File: config.mk
export PLATFORM = sky130hd
export DESIGN_NAME = mh_z19_poller
export DESIGN_NICKNAME = d
export VERILOG_FILES = /design/src/rtl/mh_z19_poller.sv
export SDC_FILE = /design/constraint.sdc
export NUM_CORES = 1
export LEC_CHECK = 0
export CORE_MARGIN = 2
export CORE_UTILIZATION = 38
export CTS_BUF_LIST = sky130_fd_sc_hd__clkbuf_8
export CTS_CLUSTER_DIAMETER = 150
export DETAILED_ROUTE_END_ITERATION = 8
export PLACE_DENSITY_LB_ADDON = 0.15
export RECOVER_POWER = 50
export SETUP_SLACK_MARGIN = 0.1
export SYNTH_ARGS = -nofsm -noshare
export SYNTH_HDL_FRONTEND = slang
export SYNTH_SLANG_ARGS = --single-unit
File: constraint.sdc
create_clock -name clk -period 11.7 [get_ports clk]
set_input_delay 1.755 -clock clk [delete_from_list [all_inputs] [get_ports clk]]
set_output_delay 1.755 -clock clk [all_outputs]
set_load 0.03 [all_outputs]
File: src/rtl/mh_z19_poller.sv
// mh_z19_poller: periodically sends the MH-Z19 "read gas concentration" command
// to the sensor controller. It reads back the two captured response words,
// validates the command echo and the checksum, and publishes ppm and temperature.
// It also services zero-point calibration requests. All outputs are registered.
module mh_z19_poller #(
    parameter int PERIOD_CYCLES = 50_000_000,
    parameter int TW            = $clog2(PERIOD_CYCLES)
) (
    input  logic        clk,
    input  logic        rst,            // asynchronous, active-low
    input  logic        ena,
    input  logic        start,
    input  logic        zero_cal_req,
    output logic        m_addr,
    output logic        m_wr,
    output logic [31:0] m_wrd,
    input  logic [31:0] m_rdd,
    input  logic        m_wrq,
    output logic [15:0] ppm,
    output logic [7:0]  temp_raw,
    output logic        sample_valid,
    output logic        err_chk,
    output logic        cal_done,
    output logic        busy
);

    // Command words as placed on the controller write port: {checksum, byte4, byte3, command}
    localparam logic [31:0] CMD_POLL = 32'h7900_0086;
    localparam logic [31:0] CMD_CAL  = 32'h7800_0087;
    localparam logic [7:0]  ECHO_CMD = 8'h86;
    localparam logic [TW-1:0] RELOAD = TW'(PERIOD_CYCLES - 1);

    typedef enum logic [2:0] {
        ST_IDLE,
        ST_WRITE,
        ST_RD0,
        ST_RD1,
        ST_CHECK
    } state_t;

    state_t        state_q, state_d;
    logic [TW-1:0] timer_q, timer_d;
    logic          pend_cal_q, pend_cal_d;
    logic          pend_start_q, pend_start_d;
    logic          is_cal_q, is_cal_d;
    logic [31:0]   wrd_q, wrd_d;
    logic [31:0]   word0_q, word0_d;
    logic [31:0]   word1_q, word1_d;
    logic [15:0]   ppm_q, ppm_d;
    logic [7:0]    temp_q, temp_d;
    logic          sv_q, sv_d;
    logic          err_q, err_d;
    logic          cal_done_q, cal_done_d;
    logic          m_wr_q, m_wr_d;
    logic          m_addr_q, m_addr_d;
    logic          busy_q, busy_d;

    logic               timer_due;
    logic               launch_cal;
    logic               launch_poll;
    logic [7:0][7:0]    resp_byte;
    logic [10:0]        chk_sum;
    logic               resp_valid;

    // Byte view of the captured response: bytes 0..3 from word0, 4..7 from word1
    genvar gi;
    generate
        for (gi = 0; gi < 4; gi++) begin : g_bytes
            assign resp_byte[gi]     = word0_q[gi*8 +: 8];
            assign resp_byte[gi + 4] = word1_q[gi*8 +: 8];
        end
    endgenerate

    // Response check: command echo plus an 8-byte sum that must wrap to zero
    always_comb begin
        chk_sum = '0;
        for (int i = 0; i < 8; i++) begin
            chk_sum = chk_sum + {3'b000, resp_byte[i]};
        end
        resp_valid = (resp_byte[0] == ECHO_CMD) && (chk_sum[7:0] == 8'h00);
    end

    assign timer_due = ena && (timer_q == '0);

    // Launch decision in IDLE: a calibration request outranks a start request, which outranks the timer
    always_comb begin
        launch_cal  = 1'b0;
        launch_poll = 1'b0;
        if (state_q == ST_IDLE) begin
            if (pend_cal_q || zero_cal_req) begin
                launch_cal = 1'b1;
            end else if (pend_start_q || start || timer_due) begin
                launch_poll = 1'b1;
            end
        end
    end

    // Next-state logic for the command sequencer
    always_comb begin
        state_d = state_q;
        case (state_q)
            ST_IDLE: begin
                if (launch_cal || launch_poll) begin
                    state_d = ST_WRITE;
                end
            end
            ST_WRITE: begin
                // The first cycle without waitrequest is the acceptance cycle
                if (!m_wrq) begin
                    state_d = is_cal_q ? ST_IDLE : ST_RD0;
                end
            end
            ST_RD0:   state_d = ST_RD1;
            ST_RD1:   state_d = ST_CHECK;
            ST_CHECK: state_d = ST_IDLE;
            default:  state_d = ST_IDLE;
        endcase
    end

    // Datapath: timer, pending flags, command word, capture and result registers
    always_comb begin
        timer_d      = timer_q;
        pend_cal_d   = pend_cal_q | zero_cal_req;
        pend_start_d = pend_start_q | start;
        is_cal_d     = is_cal_q;
        wrd_d        = wrd_q;
        word0_d      = word0_q;
        word1_d      = word1_q;
        ppm_d        = ppm_q;
        temp_d       = temp_q;
        sv_d         = 1'b0;
        err_d        = 1'b0;
        cal_done_d   = 1'b0;

        // The timer only runs while enabled and idle; otherwise it holds or reloads
        if (!ena) begin
            timer_d = RELOAD;
        end else if ((state_q == ST_IDLE) && !launch_cal && !launch_poll) begin
            timer_d = timer_q - TW'(1);
        end

        if (launch_cal) begin
            wrd_d      = CMD_CAL;
            is_cal_d   = 1'b1;
            pend_cal_d = 1'b0;
            timer_d    = RELOAD;
        end else if (launch_poll) begin
            // A timer-due poll and a start request in the same cycle share one poll
            wrd_d        = CMD_POLL;
            is_cal_d     = 1'b0;
            pend_start_d = 1'b0;
            timer_d      = RELOAD;
        end

        case (state_q)
            ST_WRITE: begin
                if (!m_wrq && is_cal_q) begin
                    cal_done_d = 1'b1;
                end
            end
            ST_RD0: word0_d = m_rdd;
            ST_RD1: word1_d = m_rdd;
            ST_CHECK: begin
                if (resp_valid) begin
                    ppm_d  = {resp_byte[1], resp_byte[2]};
                    temp_d = resp_byte[3];
                    sv_d   = 1'b1;
                end else begin
                    err_d = 1'b1;
                end
            end
            default: ;
        endcase
    end

    // Registered bus controls follow the next state, so they line up with it.
    // m_wr therefore drops right after the acceptance cycle.
    always_comb begin
        m_wr_d   = (state_d == ST_WRITE);
        m_addr_d = (state_d == ST_RD1);
        busy_d   = (state_d != ST_IDLE);
    end

    // State register for the sequencer
    always_ff @(posedge clk or negedge rst) begin
        if (!rst) begin
            state_q <= ST_IDLE;
        end else begin
            state_q <= state_d;
        end
    end

    // Datapath and output registers
    always_ff @(posedge clk or negedge rst) begin
        if (!rst) begin
            timer_q      <= RELOAD;
            pend_cal_q   <= 1'b0;
            pend_start_q <= 1'b0;
            is_cal_q     <= 1'b0;
            wrd_q        <= '0;
            word0_q      <= '0;
            word1_q      <= '0;
            ppm_q        <= '0;
            temp_q       <= '0;
            sv_q         <= 1'b0;
            err_q        <= 1'b0;
            cal_done_q   <= 1'b0;
            m_wr_q       <= 1'b0;
            m_addr_q     <= 1'b0;
            busy_q       <= 1'b0;
        end else begin
            timer_q      <= timer_d;
            pend_cal_q   <= pend_cal_d;
            pend_start_q <= pend_start_d;
            is_cal_q     <= is_cal_d;
            wrd_q        <= wrd_d;
            word0_q      <= word0_d;
            word1_q      <= word1_d;
            ppm_q        <= ppm_d;
            temp_q       <= temp_d;
            sv_q         <= sv_d;
            err_q        <= err_d;
            cal_done_q   <= cal_done_d;
            m_wr_q       <= m_wr_d;
            m_addr_q     <= m_addr_d;
            busy_q       <= busy_d;
        end
    end

    assign m_addr       = m_addr_q;
    assign m_wr         = m_wr_q;
    assign m_wrd        = wrd_q;
    assign ppm          = ppm_q;
    assign temp_raw     = temp_q;
    assign sample_valid = sv_q;
    assign err_chk      = err_q;
    assign cal_done     = cal_done_q;
    assign busy         = busy_q;

endmodule
==> results of run 1 <==
-- cell families (layout without fill, tap and decap cells) --
group / after synthesis / count (layout)
buf+inv: 103 / 168
simple gates: 180 / 180
xor+xnor: 37 / 37
mux: 53 / 53
other cells: 1 / 23
fa+ha+maj: 48 / 48
compound gates: 39 / 39
flops: 128 / 128
-- sequential cells by signal, indices dropped and copies added, names as in the netlist, 3 cells and up --
register  flops
ppm          16
timer_q      26
state_q       3
word1_q      32
m_wrd         3
word0_q      32
temp_raw      8
-- per-layer routing --
layer,part of all wire [%],GRT usage [%],vias to the layer above
met1,50,22.1,2063
met3,4.8,4.30,10
met2,44,23.4,104
li1,-,-,1990
met5,0,0,-
met4,1.3,5.33,0
-- area by class of cell --
type	instances	area, µm²
clock buffer	20	275
clock inverter	12	134
fill	1615	9340
inverter	55	206
multi-input combinational	380	3110
sequential	128	3230
tap	225	282
timing repair buffer	81	785
-- layout by cell type (no fill, tap or decap), types with 2 or more instances in the layout --
cell / n
sky130_fd_sc_hd__clkinv_4: 2
sky130_fd_sc_hd__nand4_1: 2
sky130_fd_sc_hd__buf_4: 3
sky130_fd_sc_hd__xnor2_1: 22
sky130_fd_sc_hd__nand3_1: 6
sky130_fd_sc_hd__conb_1: 23
sky130_fd_sc_hd__ha_1: 9
sky130_fd_sc_hd__nor4b_1: 2
sky130_fd_sc_hd__clkinvlp_4: 5
sky130_fd_sc_hd__clkinv_2: 2
sky130_fd_sc_hd__or3_1: 3
sky130_fd_sc_hd__clkbuf_1: 3
sky130_fd_sc_hd__xnor3_1: 2
sky130_fd_sc_hd__nor2_1: 22
sky130_fd_sc_hd__nor3b_1: 4
sky130_fd_sc_hd__a21oi_1: 10
sky130_fd_sc_hd__clkdlybuf4s50_1: 41
sky130_fd_sc_hd__mux2_2: 33
sky130_fd_sc_hd__o21ai_0: 18
sky130_fd_sc_hd__dfstp_2: 18
sky130_fd_sc_hd__nand2_1: 104
sky130_fd_sc_hd__nor4_1: 5
sky130_fd_sc_hd__nand2b_1: 6
sky130_fd_sc_hd__xor2_1: 12
sky130_fd_sc_hd__mux2_4: 20
sky130_fd_sc_hd__o31ai_1: 3
sky130_fd_sc_hd__nand3b_1: 2
sky130_fd_sc_hd__a21o_1: 2
sky130_fd_sc_hd__dfrtp_1: 110
sky130_fd_sc_hd__bufinv_16: 2
sky130_fd_sc_hd__dlygate4sd3_1: 34
sky130_fd_sc_hd__nor3_1: 11
sky130_fd_sc_hd__clkbuf_8: 20
sky130_fd_sc_hd__or4_4: 2
sky130_fd_sc_hd__inv_1: 54
sky130_fd_sc_hd__fa_1: 39
sky130_fd_sc_hd__nor4_4: 2
-- worst paths after layout --
kind	from	endpoint	slack (ns)	depth (start not counted)
worst max-delay path	rst	timer_q[18]	6.53	2
worst min-delay path	word1_q[24]	word1_q[24]	0.50	2
worst max register to register	word0_q[2]	ppm[8]	6.57	15
worst min register to register	word1_q[24]	word1_q[24]	0.50	2
max in group clk	word0_q[2]	ppm[8]	6.57	15
min in group asynchronous	rst	ppm[3]	1.85	1
-- metrics by stage --
| stage | worst slack, ns | cells | utilization (%) |
|---|---|---|---|
| after global placement | 6.59 | 869 | 43.9 |
| after CTS | 6.49 | 901 | 46.3 |
| after detailed placement | 6.53 | 869 | 43.9 |
| after global routing | 5.58 | 901 | 46.2 |
| after floorplan | 7.11 | 611 | - |
| final | 6.53 | 901 | 46.2 |
==> run summary, run 1 <==
MIN PATH
-----------------------------------------------------------------------------------------
Class of the worst hold path                                                 register to register

SYNTH
-----------------------------------------------------------------------------------------
Top cells by instance count after synthesis                                  sky130_fd_sc_hd__dfrtp_1 (110), sky130_fd_sc_hd__nand2_1 (104), sky130_fd_sc_hd__inv_1 (54)
Xor/xnor cell area share of the yosys netlist                                       5.29%
Post-synthesis area per instance                                                 11.5 µm²
Largest cells by area after synthesis                                        sky130_fd_sc_hd__dfrtp_1 (41%), sky130_fd_sc_hd__fa_1 (12%), sky130_fd_sc_hd__dfstp_2 (7.0%)
Most repeated cell in the gate-level netlist after synthesis                 sky130_fd_sc_hd__dfrtp_1
Gate count of the mapped netlist                                                      589
Post-synthesis cell type count                                                         48
Warning count from the yosys run                                                        0
Area share of fa/ha/maj cells after synthesis                                       13.2%
Synthesized cell area                                                            6790 µm²
Area leader, netlist                                                         sky130_fd_sc_hd__dfrtp_1
Main combinational cell family by area after synthesis                        adder cells
Share of Yosys cell area claimed by the top area cell type                          40.6%
Share of cell area taken by muxes after synthesis                                   9.90%
#FFs+latches synth                                                                    128
Post-synth top flop                                                          sky130_fd_sc_hd__dfrtp_1
Number of enable flip-flop cells after synthesis                                        0
Fraction of the yosys area taken by sequential cells                                47.5%
Share of synthesized cell area in and, or, nand and nor gates                       12.9%
Proportion of register bits with asynchronous set or reset after synthesis           100%
Compound-Gate Fraction of Synth Area                                                3.36%

DETAILED ROUTING
-----------------------------------------------------------------------------------------
Antenna-violating nets left                                                             0
Remaining design rule violation count                                                   0
Average routed wire per standard cell                                             14.6 µm
Detailed Routing Iterations Pass 1                                                      6
Routed vias                                                                          4167
Total Wirelength                                                                 13200 µm
Detailed Route Iter0 Violations                                                       209
Vias per cell                                                                        4.62

FLOORPLAN
-----------------------------------------------------------------------------------------
CORE AREA                                                                       17400 µm²
Area enclosed by the die boundary                                               18900 µm²
Vertical die dimension                                                             138 µm
IO Pins                                                                               100
Die outline width                                                                  138 µm
Rows                                                                                   48
Effective utilization at floorplan                                                  39.1%

TIMING
-----------------------------------------------------------------------------------------
Highest Clock Rate                                                                194 MHz
Max-slew headroom                                                                  -75.7%
Setup repair after global routing missed its margin                                 false
Final Slew Violations                                                                 133
WHS                                                                              0.497 ns
Worst-margin pin slew                                                             2.64 ns
Maximum clock skew at final layout                                             0.00882 ns
Fin crit share                                                                      44.2%
Setup TNS                                                                            0 ns
Final critical-path required period                                               5.17 ns
Final-report hold violation count                                                       0
Final count of negative-setup-slack endpoints                                           0

CRITICAL PATH
-----------------------------------------------------------------------------------------
Startpoint kind of the worst setup timing path                                  input pin
Nature of the critical path endpoint                                            async pin
WP buf/inv                                                                              2
Top fanout value on the critical path                                                  48
Largest delay share family, worst path                                       buffers and inverters
CP arrival                                                                        5.16 ns
Series of cell instances along the critical path                             clkbuf_1 -> clkbuf_1
Crit path top cell by count                                                  sky130_fd_sc_hd__clkbuf_1
Maximum single-stage delay on the critical path                                   1.95 ns
Category of the critical setup timing path                                   input pin to async pin
Master of the slowest instance on the critical path                          sky130_fd_sc_hd__clkbuf_1
Critical path required time                                                      11.69 ns

PLACEMENT
-----------------------------------------------------------------------------------------
Count of input and output buffers                                                      76
Half-perimeter wire length of the detailed placement result                       9390 µm
Global placement routability congestion                                             0.754
Post-placement cell area                                                         7630 µm²

CLOCK TREE
-----------------------------------------------------------------------------------------
CTS clk-pin slew, worst paths                                                     0.07 ns
Total of cells resized after clock tree synthesis                                       0
Max Buffers Root-to-Sink                                                                2
Clock insertion delay at the later pin of the skew report                         0.44 ns
Post CTS Setup Buffer Count                                                             0
Quantity of hold-fixing buffers added after cts                                         0
CTS buffer count                                                                       17
H-tree lvl count                                                                        4
Root Buffer Master                                                           sky130_fd_sc_hd__clkbuf_8
Clock tree from TritonCTS                                                            done
Total clock sinks                                                                     128

STATUS
-----------------------------------------------------------------------------------------
Failing checks                                                               capacitance limit, slew limit
Outcome                                                                      complete, but fails checks

GLOBAL ROUTING
-----------------------------------------------------------------------------------------
Wire length of the first global-routing pass                                     22400 µm
Antenna violations before repair                                                        0
Overall routing resource usage                                                      15.7%
GRT overflow                                                                            0
Vias in the first global route                                                       4386
Largest net degree at the start of global routing                                      49

FINAL LAYOUT
-----------------------------------------------------------------------------------------
Layout overhead on the synthesized area                                             18.2%
Design area                                                                      8020 µm²
Antenna diode count                                                                     0
Number of nets in the finished design                                                 749
Fraction of layout cells with a size suffix above 1                                 17.3%

JOB
-----------------------------------------------------------------------------------------
Max-cap viol count                                                                      3

Power of run 1 is left out: the tool's default activity adds up to more than one toggle a clock period on the data nets, which glitch-free logic cannot reach.
==> run 2: changes to the inputs <==
Clock period 11.7 ns to 4.58 ns, I/O delays scaled along.
==> run summary, run 2 (same netlist as run 1, synthesis figures left out) <==
CLOCK TREE
--------------------------------------------------------------------------
H-tree lvl count                                                         4   unchanged
Total clock sinks                                                      128   unchanged
Max Buffers Root-to-Sink                                                 2   unchanged
Clock insertion delay at the later pin of the skew report          0.45 ns   was 0.44 ns
CTS clk-pin slew, worst paths                                      0.07 ns   about the same
Clock tree from TritonCTS                                             done   unchanged
Root Buffer Master                                            sky130_fd_sc_hd__clkbuf_8   unchanged
CTS buffer count                                                        17   unchanged

TIMING
--------------------------------------------------------------------------
Setup TNS                                                         -1.89 ns   was 0 ns
Final critical-path required period                                4.67 ns
Final Slew Violations                                                   44   was 133
Setup repair after global routing missed its margin                   true   was false
WHS                                                               0.496 ns   was 0.497 ns
Final count of negative-setup-slack endpoints                           24   was 0
Max-slew headroom                                                   -54.3%   was -75.7%
Worst-margin pin slew                                              2.31 ns   was 2.64 ns
Min setup slack post-route                                      -0.0936 ns   was 6.53 ns
Final-report hold violation count                                        0   unchanged
Fin crit share                                                        102%
Highest Clock Rate                                                 214 MHz
Maximum clock skew at final layout                               0.0107 ns   was 0.00882 ns

CRITICAL PATH
--------------------------------------------------------------------------
Critical path required time                                        4.91 ns   was 11.69 ns
Nature of the critical path endpoint                              register   was async pin
CP arrival                                                         5.00 ns   was 5.16 ns
Top fanout value on the critical path                                   13   was 48
Startpoint kind of the worst setup timing path                    register   was input pin
Category of the critical setup timing path                    register to register   was input pin to async pin

PLACEMENT
--------------------------------------------------------------------------
Count of input and output buffers                                       76   unchanged
Placement Setup Slack                                            -0.103 ns   was 6.53 ns
Cell count after placement                                             880   was 869
Half-perimeter wire length of the detailed placement result        9710 µm   was 9390 µm
Global placement routability congestion                              0.758   was 0.754

GLOBAL ROUTING
--------------------------------------------------------------------------
Wire length of the first global-routing pass                      22500 µm   was 22400 µm
GRT overflow                                                             0   unchanged
Antenna violations before repair                                         0   unchanged
Overall routing resource usage                                       15.6%   was 15.7%
Vias in the first global route                                        4361   was 4386
Largest net degree at the start of global routing                       46   was 49

MIN PATH
--------------------------------------------------------------------------
Class of the worst hold path                                  register to register   unchanged

FLOORPLAN
--------------------------------------------------------------------------
CORE AREA                                                        17400 µm²   unchanged
Die outline width                                                   138 µm   unchanged
IO Pins                                                                100   unchanged
Rows                                                                    48   unchanged
Area enclosed by the die boundary                                18900 µm²   unchanged
Vertical die dimension                                              138 µm   unchanged
Effective utilization at floorplan                                   39.1%   unchanged

STATUS
--------------------------------------------------------------------------
Outcome                                                       complete, but fails checks   unchanged
Failing checks                                                capacitance limit, slew limit, setup timing   was capacitance limit, slew limit

DETAILED ROUTING
--------------------------------------------------------------------------
Antenna-violating nets left                                              0   unchanged
Detailed Routing Iterations Pass 1                                       5   was 6
Total Wirelength                                                  13500 µm   was 13200 µm
Average routed wire per standard cell                              14.8 µm   was 14.6 µm
Vias per cell                                                         4.60   was 4.62
Detailed Route Iter0 Violations                                        172   was 209
Remaining design rule violation count                                    0   unchanged
Routed vias                                                           4198   was 4167

FINAL LAYOUT
--------------------------------------------------------------------------
Largest registers                                             word0_q: 32 flops, word1_q: 32 flops, timer_q: 26 flops   unchanged
Leading cell type in the layout, fill and taps excluded       sky130_fd_sc_hd__dfrtp_1   unchanged
Post-Layout Cell Count                                                 912   was 901
Layout overhead on the synthesized area                              20.5%   was 18.2%
Number of nets in the finished design                                  760   was 749
Fraction of layout cells with a size suffix above 1                  19.5%   was 17.3%
Antenna diode count                                                      0   unchanged
Commonest non-fill, non-tap cells in the layout               sky130_fd_sc_hd__dfrtp_1 (110), sky130_fd_sc_hd__nand2_1 (104), sky130_fd_sc_hd__clkdlybuf4s50_1 (74)   was sky130_fd_sc_hd__dfrtp_1 (110), sky130_fd_sc_hd__nand2_1 (104), sky130_fd_sc_hd__inv_1 (54)

JOB
--------------------------------------------------------------------------
Max-cap viol count                                                       1   was 3

[run 2: worst paths after layout]
check                       startpoint     endpoint  slack (ns)  cells after the start
hold reg to reg            word1_q[16]  word1_q[16]        0.50                      2
min in group asynchronous          rst  word0_q[20]        0.93                      1
setup / recovery            word0_q[2]       ppm[7]       -0.09                     16
hold / removal             word1_q[16]  word1_q[16]        0.50                      2
max in group asynchronous          rst  word0_q[25]        1.56                      2
setup reg to reg            word0_q[2]       ppm[7]       -0.09                     16
[run 2: through the flow]
step	util, %	instance area (µm²)
finish	47.1	8180
detailed placement	44.6	7740
floorplan	-	6870
global route	47.1	8180
global placement	44.6	7740
CTS	47.1	8180
[run 2: final cells by class]
class | count | area [µm²]
tap | 225 | 282
fill | 1586 | 9180
clock buffer | 20 | 275
sequential | 128 | 3230
multi-input combinational | 380 | 3130
timing repair buffer | 92 | 891
clock inverter | 12 | 165
inverter | 55 | 206
[run 2: what timing repair did]
item | 4_1_cts | 5_1_grt
pin swaps | 0 | 3
hold buffers | 0 | 0
setup buffers | 0 | 0
endpoints found under the setup margin | 24 | 26
resized for setup | 0 | 5
[run 2: critical path: stages, from the launching register on]
cell and delay [ns]:
sky130_fd_sc_hd__dfrtp_1 0.40, sky130_fd_sc_hd__fa_1 0.55, sky130_fd_sc_hd__inv_2 0.04, sky130_fd_sc_hd__fa_1 0.55, sky130_fd_sc_hd__fa_1 0.45, sky130_fd_sc_hd__fa_1 0.49, sky130_fd_sc_hd__inv_1 0.07, sky130_fd_sc_hd__ha_2 0.18
sky130_fd_sc_hd__inv_2 0.04, sky130_fd_sc_hd__fa_1 0.47, sky130_fd_sc_hd__nand2_1 0.06, sky130_fd_sc_hd__nor4_2 0.23, sky130_fd_sc_hd__nand3_1 0.15, sky130_fd_sc_hd__nor3_2 0.25, sky130_fd_sc_hd__nand3_4 0.13, sky130_fd_sc_hd__buf_12 0.20
sky130_fd_sc_hd__mux2_4 0.30
[run 2: layer usage]
metal	vias to the layer above	routed length (µm)	global-route usage (%)
li1	2011	-	-
met3	12	638	4.23
met2	93	5990	23.0
met1	2082	6690	22.4
met4	0	159	4.98
met5	-	0	0
Power of run 2 is left out for the same reason.
